<file path="src/rtl/uart_tx_fifo_if.sv">
// Purpose : bundle of the byte-write, divisor-load and status/serial signals of uart_tx_fifo.
// Latency : n/a (wires only).
// Backpressure: producer must watch full; writes while full are dropped and flagged by overflow.
// Ports   : wdata/we (byte write), div/div_we (divisor load), full/empty/count/overflow (FIFO status),
//           busy/tx (transmitter). master = producer side, slave = uart_tx_fifo.
interface uart_tx_fifo_if #(
    parameter int DEPTH = 8
);
    localparam int CW = $clog2(DEPTH) + 1;

    logic [7:0]    wdata;
    logic          we;
    logic [15:0]   div;
    logic          div_we;
    logic          full;
    logic          empty;
    logic [CW-1:0] count;
    logic          overflow;
    logic          busy;
    logic          tx;

    modport master (
        output wdata, we, div, div_we,
        input  full, empty, count, overflow, busy, tx
    );

    modport slave (
        input  wdata, we, div, div_we,
        output full, empty, count, overflow, busy, tx
    );
endinterface

</file>
<file path="src/rtl/uart_tx_fifo.sv">
// Purpose : byte FIFO feeding an 8N1 UART transmitter with a programmable bit period.
// Latency : byte written into an empty FIFO at edge N while idle -> start bit driven at edge N+1.
// Backpressure: full when DEPTH entries held; a write while full is dropped with a one-cycle overflow pulse.
// Ports   : clk (rising edge), rst (async active-high), bus (uart_tx_fifo_if.slave):
//           wdata/we byte write, div/div_we divisor load, full/empty/count/overflow status,
//           busy (frame in progress), tx (registered serial line, idle high).
module uart_tx_fifo #(
    parameter int          DEPTH       = 8,
    parameter logic [15:0] DIV_DEFAULT = 16'd868
) (
    input  logic clk,
    input  logic rst,
    uart_tx_fifo_if.slave bus
);
    localparam int AW = $clog2(DEPTH);
    localparam int CW = AW + 1;

    typedef enum logic [1:0] {IDLE, START, DATA, STOP} state_t;

    state_t        state;
    logic [7:0]    mem [DEPTH];
    logic [AW-1:0] wr_ptr;
    logic [AW-1:0] rd_ptr;
    logic [CW-1:0] occ;
    logic [15:0]   divisor;
    logic [15:0]   period;
    logic [15:0]   bit_cnt;
    logic [7:0]    shreg;
    logic [2:0]    bit_idx;
    logic          tx_q;
    logic          busy_q;
    logic          ovf_q;

    logic          full_w;
    logic          empty_w;
    logic          push;
    logic          pop;
    logic          bit_end;
    logic [15:0]   next_period;

    // Status is decoded from the registered occupancy only.
    assign full_w      = (occ == CW'(DEPTH));
    assign empty_w     = (occ == '0);
    assign bit_end     = (bit_cnt == 16'd0);
    // Bit periods shorter than 2 clocks are clamped to 2.
    assign next_period = (divisor < 16'd2) ? 16'd2 : divisor;

    // full is the pre-pop value, so a write while full is dropped even if a pop happens on the same edge.
    assign push = bus.we && !full_w;
    assign pop  = !empty_w && ((state == IDLE) || (state == STOP && bit_end));

    assign bus.full     = full_w;
    assign bus.empty    = empty_w;
    assign bus.count    = occ;
    assign bus.overflow = ovf_q;
    assign bus.busy     = busy_q;
    assign bus.tx       = tx_q;

    // Storage carries no reset; discarding contents is done by resetting the pointers.
    always_ff @(posedge clk) begin
        if (push) begin
            mem[wr_ptr] <= bus.wdata;
        end
    end

    always_ff @(posedge clk or posedge rst) begin
        if (rst) begin
            wr_ptr  <= '0;
            rd_ptr  <= '0;
            occ     <= '0;
            ovf_q   <= 1'b0;
            divisor <= DIV_DEFAULT;
        end else begin
            if (push) begin
                wr_ptr <= wr_ptr + AW'(1);
            end
            if (pop) begin
                rd_ptr <= rd_ptr + AW'(1);
            end
            case ({push, pop})
                2'b10:   occ <= occ + CW'(1);
                2'b01:   occ <= occ - CW'(1);
                default: occ <= occ;
            endcase
            ovf_q <= bus.we && full_w;
            if (bus.div_we) begin
                divisor <= bus.div;
            end
        end
    end

    // Transmit FSM. The bit counter is loaded with period-1 at every bit boundary and the
    // boundary fires when it reaches zero, giving exactly 'period' clocks per bit.
    always_ff @(posedge clk or posedge rst) begin
        if (rst) begin
            state   <= IDLE;
            tx_q    <= 1'b1;
            busy_q  <= 1'b0;
            period  <= 16'd2;
            bit_cnt <= 16'd0;
            shreg   <= 8'd0;
            bit_idx <= 3'd0;
        end else begin
            case (state)
                IDLE: begin
                    if (pop) begin
                        shreg   <= mem[rd_ptr];
                        period  <= next_period;
                        bit_cnt <= next_period - 16'd1;
                        tx_q    <= 1'b0;
                        busy_q  <= 1'b1;
                        state   <= START;
                    end
                end
                START: begin
                    if (bit_end) begin
                        tx_q    <= shreg[0];
                        shreg   <= {1'b0, shreg[7:1]};
                        bit_idx <= 3'd0;
                        bit_cnt <= period - 16'd1;
                        state   <= DATA;
                    end else begin
                        bit_cnt <= bit_cnt - 16'd1;
                    end
                end
                DATA: begin
                    if (bit_end) begin
                        bit_cnt <= period - 16'd1;
                        if (bit_idx == 3'd7) begin
                            tx_q  <= 1'b1;
                            state <= STOP;
                        end else begin
                            tx_q    <= shreg[0];
                            shreg   <= {1'b0, shreg[7:1]};
                            bit_idx <= bit_idx + 3'd1;
                        end
                    end else begin
                        bit_cnt <= bit_cnt - 16'd1;
                    end
                end
                STOP: begin
                    if (bit_end) begin
                        if (pop) begin
                            // Back-to-back frame: start bit follows the stop bit with no idle gap.
                            shreg   <= mem[rd_ptr];
                            period  <= next_period;
                            bit_cnt <= next_period - 16'd1;
                            tx_q    <= 1'b0;
                            state   <= START;
                        end else begin
                            tx_q   <= 1'b1;
                            busy_q <= 1'b0;
                            state  <= IDLE;
                        end
                    end else begin
                        bit_cnt <= bit_cnt - 16'd1;
                    end
                end
                default: begin
                    tx_q   <= 1'b1;
                    busy_q <= 1'b0;
                    state  <= IDLE;
                end
            endcase
        end
    end
endmodule
</file>
<file path="src/flat_wrapper.sv">
// flat-port wrapper written by rule: the top's interface ports become plain ports
module uart_tx_fifo_flat 
#(
    parameter int          DEPTH       = 8,
    parameter logic [15:0] DIV_DEFAULT = 16'd868
)
  (clk, rst, bus_wdata, bus_we, bus_div, bus_div_we, bus_full, bus_empty, bus_count, bus_overflow, bus_busy, bus_tx);
  uart_tx_fifo_if #(.DEPTH(DEPTH)) bus_i ();
  input  logic clk;
  input  logic rst;
  input wire logic [$bits(bus_i.wdata)-1:0] bus_wdata;
  input wire logic [$bits(bus_i.we)-1:0] bus_we;
  input wire logic [$bits(bus_i.div)-1:0] bus_div;
  input wire logic [$bits(bus_i.div_we)-1:0] bus_div_we;
  output wire logic [$bits(bus_i.full)-1:0] bus_full;
  output wire logic [$bits(bus_i.empty)-1:0] bus_empty;
  output wire logic [$bits(bus_i.count)-1:0] bus_count;
  output wire logic [$bits(bus_i.overflow)-1:0] bus_overflow;
  output wire logic [$bits(bus_i.busy)-1:0] bus_busy;
  output wire logic [$bits(bus_i.tx)-1:0] bus_tx;
  assign bus_i.wdata = bus_wdata;
  assign bus_i.we = bus_we;
  assign bus_i.div = bus_div;
  assign bus_i.div_we = bus_div_we;
  assign bus_full = bus_i.full;
  assign bus_empty = bus_i.empty;
  assign bus_count = bus_i.count;
  assign bus_overflow = bus_i.overflow;
  assign bus_busy = bus_i.busy;
  assign bus_tx = bus_i.tx;
  uart_tx_fifo #(.DEPTH(DEPTH), .DIV_DEFAULT(DIV_DEFAULT)) u_core (.clk(clk), .rst(rst), .bus(bus_i));
endmodule
</file>
<file path="config.mk">
export PLATFORM = sky130hd
export DESIGN_NAME = uart_tx_fifo_flat
export DESIGN_NICKNAME = d
export VERILOG_FILES = /design/src/rtl/uart_tx_fifo_if.sv /design/src/rtl/uart_tx_fifo.sv /design/src/flat_wrapper.sv
export SDC_FILE = /design/constraint.sdc
export NUM_CORES = 1
export LEC_CHECK = 0
export BUFFER_PORTS_ARGS = -buffer_cell sky130_fd_sc_hd__buf_2
export CAP_MARGIN = 25
export CORE_MARGIN = 2
export CORE_UTILIZATION = 50
export DETAILED_ROUTE_END_ITERATION = 7
export PLACE_DENSITY = 0.67
export SYNTH_ARGS = -nofsm -noshare
export SYNTH_HDL_FRONTEND = slang
export SYNTH_SLANG_ARGS = --single-unit
</file>
<file path="constraint.sdc">
create_clock -name clk -period 4.9 [get_ports clk]
set_input_delay 1.225 -clock clk [delete_from_list [all_inputs] [get_ports clk]]
set_output_delay 1.225 -clock clk [all_outputs]
set_load 0.005 [all_outputs]
</file>
==> impl_results.md, run 1 <==
* Status: completed
* Crit path top cell by count: ha_1
* CTS sink cnt at ~140
* Clk pwr share at 0.251
* Fin worst setup slack at 1.30 ns
* Clock root buffer: clkbuf_16
* Setup Fix Bufs, Post-CTS at 0
* Worst Setup Path Type: register to register
* Residual DRC at 0
* Ys async rst share at 0.536
* Sw Pwr at 2010 uW
* Leak Pwr at 0.00310 uW
* Non-filler cells, final at 795
* Sw Share at 0.381
* Post-CTS sizing at 0
* Max-cap violations at 0
* Final GP Congestion at 0.857
* Fraction of layout cells with a size suffix above 1 at 0.228
* Seq/Total Area, Yosys at 0.542
* Cell Int Power at 3270 uW
* Crit. End Element: register
* Die W at 122 microns
* TritonCTS clock tree: yes
* Worst-Margin Slew at 1.02 ns
* Pin count of the biggest net entering global routing at 44
* Max Fclk at ~280 MHz
* CP arrival at 3.90 ns
* Fillers at ~1200
* Worst VDD drop at 0.405 mV
* Critical-path cell list: inv_1, ha_1, or4b_4, nand4bb_4, a2bb2oi_4, inv_4, ha_1, ha_1, a21o_1, a21oi_1, xnor2_1, nor2_1, xor2_1
* I/O Buffers at 36
* Post-synth EDFFs at 64
* Leading area contributor after synthesis: edfxtp_1
* Netlist cell types at 65
* Maximum clock path buffer count at 2
* Iteration-0 DRC Markers at approximately 370
* Rows at 43
* Synth Flop Type: dfrtp_1
* Yosys top cell area share at 0.275
* Routed WL at 14600 microns
* CP max stage cell: or4b_4
* CP startpoint kind: register
* Final Hold Fails at 0
* Syn. warnings at 0
* CTS H-Tree Depth at 4
* Final worst path period need at 3.60 ns
* Starting Density at 0.507
* DP HPWL at between 10000 and 15000 microns
* Via-to-Cell Ratio at between 5 and 6
* CTS Hold Bufs at 0
* DIE AREA at ~0.015 sq mm
* Reg power frac at 0.353
* Storage cell area at 0.00378 sq mm
* Core area at approximately 0.014 sq mm
* Clock transition at the registers of the reported paths at ~0.06 ns
* Post-Syn Instances at 566
* Synth Net Count at 610
* Initial antenna violation count at 0
* Multi-input logic area at around 0.0030 sq mm
* CTS buffer count at 17
* IO Count at 37
* GRT Total Usage at 0.216
* Total via count in the routed design at 4581
* Post-Syn Area at ~0.007 sq mm
* Final setup fails at 0
* Most area-consuming cells after synthesis: edfxtp_1, dfrtp_1, mux4_2, mux2_2, ha_1
* Die Y at 122 microns
* Pre-CTS setup slack at around 1.3 ns
* Vias in the first global route at 4657
* Final Net Count at ~650
* Final Skew at 0.00948 ns
* Rel. slew slack at 0.315
* First-pass DRT Iterations at 5
* Clk Latency, worst-skew pair at between 0.4 and 0.5 ns
* RSZ-0062 raised after global routing: false
* P per Cell Area at 668 mW/mm^2
* Cell count after placement at 763
* Post-synthesis register bit count at 138
* Area Overhead vs Synth at 13.2%
* Pins Over Slew Limit at 0
* CP max FO at 24
* Combinational share of power at 0.396
* First-pass GRT wire length at 24200 microns
* Number of diodes at 0
* WL/cell at roughly 18 microns
* Synthesized area per cell at roughly 12 sq um
* Fin Setup TNS at 0 ns
* Antenna-violating nets left at 0
* Overflow after GRT at 0
* Crit path largest cell delay at ~0.54 ns
* Crit share post-route at 0.736
* Min-delay worst type: register to register
* Worst EP required at ~5.2 ns
worst max-delay path, delay by kind of cell (launching register included):
| family | cells | cell delay [ns] |
|---|---|---|
| fa+ha+maj | 3 | 0.79 |
| buf+inv | 2 | 0.41 |
| xor+xnor | 2 | 0.28 |
| simple gates | 3 | 0.88 |
| flops | 1 | 0.43 |
| compound gates | 3 | 0.69 |
worst paths after layout:
check	from	endpoint	slack, ns	cells past startpoint
max	u_core.bit_cnt[0]	u_core.bus.count[3]	1.30	13
max in group asynchronous	rst	u_core.shreg[1]	2.98	3
max reg2reg	u_core.bit_cnt[0]	u_core.bus.count[3]	1.30	13
min	u_core.bus.tx	u_core.bus.tx	0.47	2
min reg2reg	u_core.bus.tx	u_core.bus.tx	0.47	2
min in group asynchronous	rst	u_core.wr_ptr[2]	0.89	2
cells by family (layout without fill, tap and decap cells):
logic type | count (synthesis) | count (layout) | share of synthesized area
adders and majority gates | 16 | 16 | 0.0297
AOI/OAI and AO/OA | 96 | 96 | 0.0944
DFF | 138 | 138 | 0.542
muxes | 65 | 65 | 0.129
and+or+nand+nor | 172 | 172 | 0.129
xor gates and xnor gates | 39 | 39 | 0.0489
buffers and inverters | 40 | 89 | 0.0271
cells in the final DEF (no fill, tap or decap), types with 16 or more instances in the layout:
master	n
xor2_1	20
xnor2_1	19
nor2_1	48
dfrtp_1	67
mux4_2	16
mux2_2	27
buf_2	36
clkbuf_16	17
edfxtp_1	64
nand2_1	48
a21oi_1	29
metrics by stage:
step                      total power (uW)  hold WS (ns)  utilization  cell area (sq um)
after floorplan                       3500         0.445            -               6980
after global placement                3900         0.463        0.530               7300
after detailed placement              3970         0.466        0.530               7300
after CTS                             5300         0.475        0.574               7910
after global routing                  5650         0.512        0.574               7910
final                                 5280         0.471        0.574               7910
cell usage after synthesis (5+ instances only):
library cell	n
dfrtp_1	67
buf_2	5
o21ai_0	9
nor2_1	48
mux2_2	27
o22ai_1	9
nand3_1	12
inv_1	16
o21ai_1	9
edfxtp_1	64
ha_1	15
nor4_1	8
nand2b_1	6
o31ai_1	7
mux2i_1	12
mux2_1	8
and3_1	5
nor3_1	15
clkbuf_1	12
xnor2_1	19
a21oi_1	29
dfstp_2	7
nand2_1	48
mux4_2	16
xor2_1	20
flip-flops by register name, indices dropped and copies added, names as in the netlist:
signal,cells
u_core.state,2
u_core.divisor,16
u_core.period,16
u_core.shreg,8
u_core.bus.overflow,1
u_core.bus.busy,1
u_core.bit_idx,3
u_core.rd_ptr,3
u_core.bus.tx,1
u_core.mem,64
u_core.wr_ptr,3
u_core.bit_cnt,16
u_core.bus.count,4
area by class of cell:
| class | count | share of cell area |
|---|---|---|
| inverters | 17 | 0.00839 |
| flip-flops and latches | 138 | 0.478 |
| repair buffers | 40 | 0.0266 |
| clock inverters | 15 | 0.0236 |
| multi-input cells | 388 | 0.381 |
| well taps | 180 | 0.0285 |
| clock buffers | 17 | 0.0538 |
metal layers:
layer,global-route usage,share of wire,vias up,routed length [microns]
met4,0.0740,0.012,0,174
met2,0.321,0.46,115,6700
met3,0.0473,0.054,14,789
li1,-,-,2182,-
met1,0.315,0.48,2270,6960
met5,0,0,-,0
power groups by stage:
| stage | registers, uW | clock network, uW | logic [uW] |
|---|---|---|---|
| after floorplan | 1760 | 0 | 1740 |
| after global placement | 1860 | 0 | 2040 |
| after detailed placement | 1880 | 0 | 2080 |
| after CTS | 1860 | 1340 | 2100 |
| after global routing | 1910 | 1400 | 2340 |
| final | 1860 | 1330 | 2090 |
No activity file was read; power rests on OpenSTA's default activity.
==> run 2: changes to the inputs <==
--- a/config.mk
+++ b/config.mk
@@ -5,6 +5,7 @@
 export SDC_FILE = /design/constraint.sdc
 export NUM_CORES = 1
 export LEC_CHECK = 0
+export ABC_AREA = 1
 export BUFFER_PORTS_ARGS = -buffer_cell sky130_fd_sc_hd__buf_2
 export CAP_MARGIN = 25
 export CORE_MARGIN = 2
==> constraint.sdc (replaced) <==
create_clock -name clk -period 3.33 [get_ports clk]
set_input_delay 0.8325 -clock clk [delete_from_list [all_inputs] [get_ports clk]]
set_output_delay 0.8325 -clock clk [all_outputs]
set_load 0.005 [all_outputs]
==> run 2 against run 1 <==
Core utilization rose by 1.3 points; non-clock buffer count increased by 7; count of clock-buffer cells in the layout up 3; critical endpoint unchanged; largest cell class unchanged; largest power group unchanged; highest routed layer unchanged.
==> impl_results.md, run 2 <==
* Status: completed (unchanged)
* Syn. warnings at 0 (unchanged)
* Yosys top cell area share at 0.267 (was 0.275)
* Fraction of layout cells with a size suffix above 1 at 0.157 (was 0.228)
* Rows at 43 (unchanged)
* Leak Pwr at 0.00354 uW (was 0.00310 uW)
* Worst EP required at 3.64 ns (was 5.20 ns)
* Die Y at 124 microns (was 122 microns)
* Sw Pwr at 3540 uW (was 2010 uW)
* Initial antenna violation count at 0 (unchanged)
* Most frequent cell after synthesis: nand2_1 (was dfrtp_1)
* Final Skew at 0.00768 ns (was 0.00948 ns)
* CP arrival at 3.07 ns (was 3.90 ns)
* Fin worst setup slack at 0.569 ns (was 1.30 ns)
* Seq/Total Area, Yosys at 0.525 (was 0.542)
* CTS sink cnt at 138 (unchanged)
* DP HPWL at 11700 microns (was 10200 microns)
* Final setup fails at 0 (unchanged)
* Maximum clock path buffer count at 2 (unchanged)
* Ys async rst share at 0.536 (unchanged)
* Clock root buffer: clkbuf_16 (unchanged)
* Die W at 124 microns (was 122 microns)
* Synth top cells by count: nand2_1, nor2_1, o21ai_0 (was dfrtp_1, edfxtp_1, nand2_1, nor2_1, a21oi_1)
* Combinational share of power at 0.443 (was 0.396)
* Max-cap violations at 0 (unchanged)
* Iteration-0 DRC Markers at 432 (was 371)
* Crit share post-route at 0.829 (was 0.736)
* Final instance area at 0.00821 sq mm (was 0.00791 sq mm)
* Sw Share at 0.423 (was 0.381)
* Pins Over Slew Limit at 0 (unchanged)
* Fin Setup TNS at 0 ns (unchanged)
* Total via count in the routed design at 5659 (was 4581)
* Final GP Congestion at 0.923 (was 0.857)
* Fillers at 1230 (was 1157)
* Worst-Margin Slew at 0.809 ns (was 1.02 ns)
* CTS H-Tree Depth at 4 (unchanged)
* Synth Net Count at 852 (was 610)
* Pin count of the biggest net entering global routing at 36 (was 44)
* Synthesized area per cell at 8.92 sq um (was 12.3 sq um)
* Antenna-violating nets left at 0 (unchanged)
* Core area at 0.0140 sq mm (was 0.0138 sq mm)
* P per Cell Area at 1020 mW/mm^2 (was 668 mW/mm^2)
* Rel. slew slack at 0.459 (was 0.315)
* Clock transition at the registers of the reported paths at 0.06 ns (about the same)
* WL/cell at 15.8 microns (was 18.4 microns)
* Setup Fix Bufs, Post-CTS at 0 (unchanged)
* Commonest non-fill, non-tap cell in the layout: nand2_1 (was dfrtp_1)
* Min-delay worst type: input pin to asynchronous set/reset pin (was register to register)
* Worst VDD drop at 0.519 mV (was 0.405 mV)
* Starting Density at 0.515 (was 0.507)
* RSZ-0062 raised after global routing: false (unchanged)
* Overflow after GRT at 0 (unchanged)
* Fin util at 0.587 (was 0.574)
* Final Net Count at 893 (was 646)
* Reg power frac at 0.313 (was 0.353)
* Synth Flop Type: dfrtp_1 (unchanged)
* Post-CTS sizing at 0 (unchanged)
* Area Overhead vs Synth at 14.0% (was 13.2%)
* First-pass DRT Iterations at 5 (unchanged)
* First-pass GRT wire length at 27000 microns (was 24200 microns)
* I/O Buffers at 36 (unchanged)
* Clk pwr share at 0.243 (was 0.251)
* Post-synth EDFFs at 64 (unchanged)
* Final worst path period need at 2.76 ns (was 3.60 ns)
* TritonCTS clock tree: yes (unchanged)
* Commonest cells after routing, fill and taps aside: nand2_1, nor2_1, o21ai_0 (was dfrtp_1, edfxtp_1, nor2_1, nand2_1, buf_2)
* CTS Hold Bufs at 0 (unchanged)
* Pre-CTS setup slack at 0.580 ns (was 1.35 ns)
* CTS buffer count at 17 (unchanged)
* Max Fclk at 362 MHz (was 277 MHz)
* Via-to-Cell Ratio at 5.43 (was 5.76)
* Post-Syn Area at 0.00721 sq mm (was 0.00698 sq mm)
* Register bank with the most flops: u_core.mem (unchanged)
* Clk Latency, worst-skew pair at 0.42 ns (about the same)
* Netlist cell types at 47 (was 65)
* Max reg flops at 64 (unchanged)
* Number of diodes at 0 (unchanged)
* Dpl cell area at 0.00758 sq mm (was 0.00730 sq mm)
* Post-synthesis register bit count at 138 (unchanged)
* Most area-consuming cells after synthesis: edfxtp_1, dfrtp_1, nand2_1, o21ai_0, nor2_1 (was edfxtp_1, dfrtp_1, mux4_2, mux2_2, ha_1)
* Crit. End Element: register (unchanged)
* Worst Setup Path Type: register to register (unchanged)
* Final Hold Fails at 0 (unchanged)
* Leading area contributor after synthesis: edfxtp_1 (unchanged)
* IO Count at 37 (unchanged)
* DIE AREA at 0.0154 sq mm (was 0.0149 sq mm)
* CP max FO at 18 (was 24)
* Vias in the first global route at 5451 (was 4657)
* Post-Syn Instances at 808 (was 566)
* GRT Total Usage at 0.233 (was 0.216)
* CP startpoint kind: register (unchanged)
* Cell Int Power at 4820 uW (was 3270 uW)
* Residual DRC at 0 (unchanged)
* Routed WL at 16400 microns (was 14600 microns)
-- run 2: kinds of logic after synthesis --
family / synth area share
mux: 0.00156
xor+xnor: 0.0401
buf+inv: 0.0592
fa+ha+maj: 0.0288
simple gates: 0.210
compound gates: 0.136
flops: 0.525
-- run 2: power by group through the flow --
stage	clock network, uW	logic [uW]	registers [uW]
after floorplan	0	2870	2540
after global placement	0	3560	2620
after detailed placement	0	3660	2640
after CTS	2060	3680	2620
after global routing	2140	4220	2670
final	2040	3710	2620
-- run 2: cell type report --
cell class,instances,area (sq um),area share
timing repair buffer,47,275,0.0335
tap,180,225,0.0274
clock buffer,20,447,0.0544
inverter,79,299,0.0364
sequential,138,3780,0.460
clock inverter,12,188,0.0228
multi-input combinational,566,3000,0.365
-- run 2: layer usage --
metal / wire, microns / global-route usage
met1: 7710 / 0.335
met2: 7280 / 0.344
met3: 1190 / 0.0609
met4: 245 / 0.0772
met5: 0 / 0
-- run 2: final timing paths --
kind | from | endpoint | slack, ns | cells after the start
worst max-delay path | u_core.bit_cnt[0] | u_core.bus.count[3] | 0.57 | 17
worst min-delay path | rst | u_core.divisor[15] | 0.41 | 2
worst max register to register | u_core.bit_cnt[0] | u_core.bus.count[3] | 0.57 | 17
worst min register to register | u_core.bus.tx | u_core.bus.tx | 0.49 | 2
max in group asynchronous | rst | u_core.bus.tx | 2.21 | 3
min in group clk | u_core.bus.tx | u_core.bus.tx | 0.49 | 2
-- run 2: metrics by stage --
step                      hold WS [ns]  std cells  power (uW)
final                            0.412       1042        8360
after global routing             0.440       1042        9030
after CTS                        0.413       1042        8360
after detailed placement         0.477       1010        6300
after global placement           0.466       1010        6190
after floorplan                  0.449        808        5410
-- run 2: critical path, cell delays in order, from the launching register on --
cell and delay (ns):
dfrtp_1 0.37, inv_1 0.12, ha_1 0.25, nand3_4 0.13
nor2_4 0.18, nand3_1 0.10, nand2_1 0.10, nand2_4 0.16
inv_4 0.09, ha_1 0.19, ha_1 0.28, nand2_1 0.07
nor2_1 0.04, a211oi_1 0.23, nor2_1 0.07, nor2_1 0.09
nand2_1 0.06, xor2_1 0.13
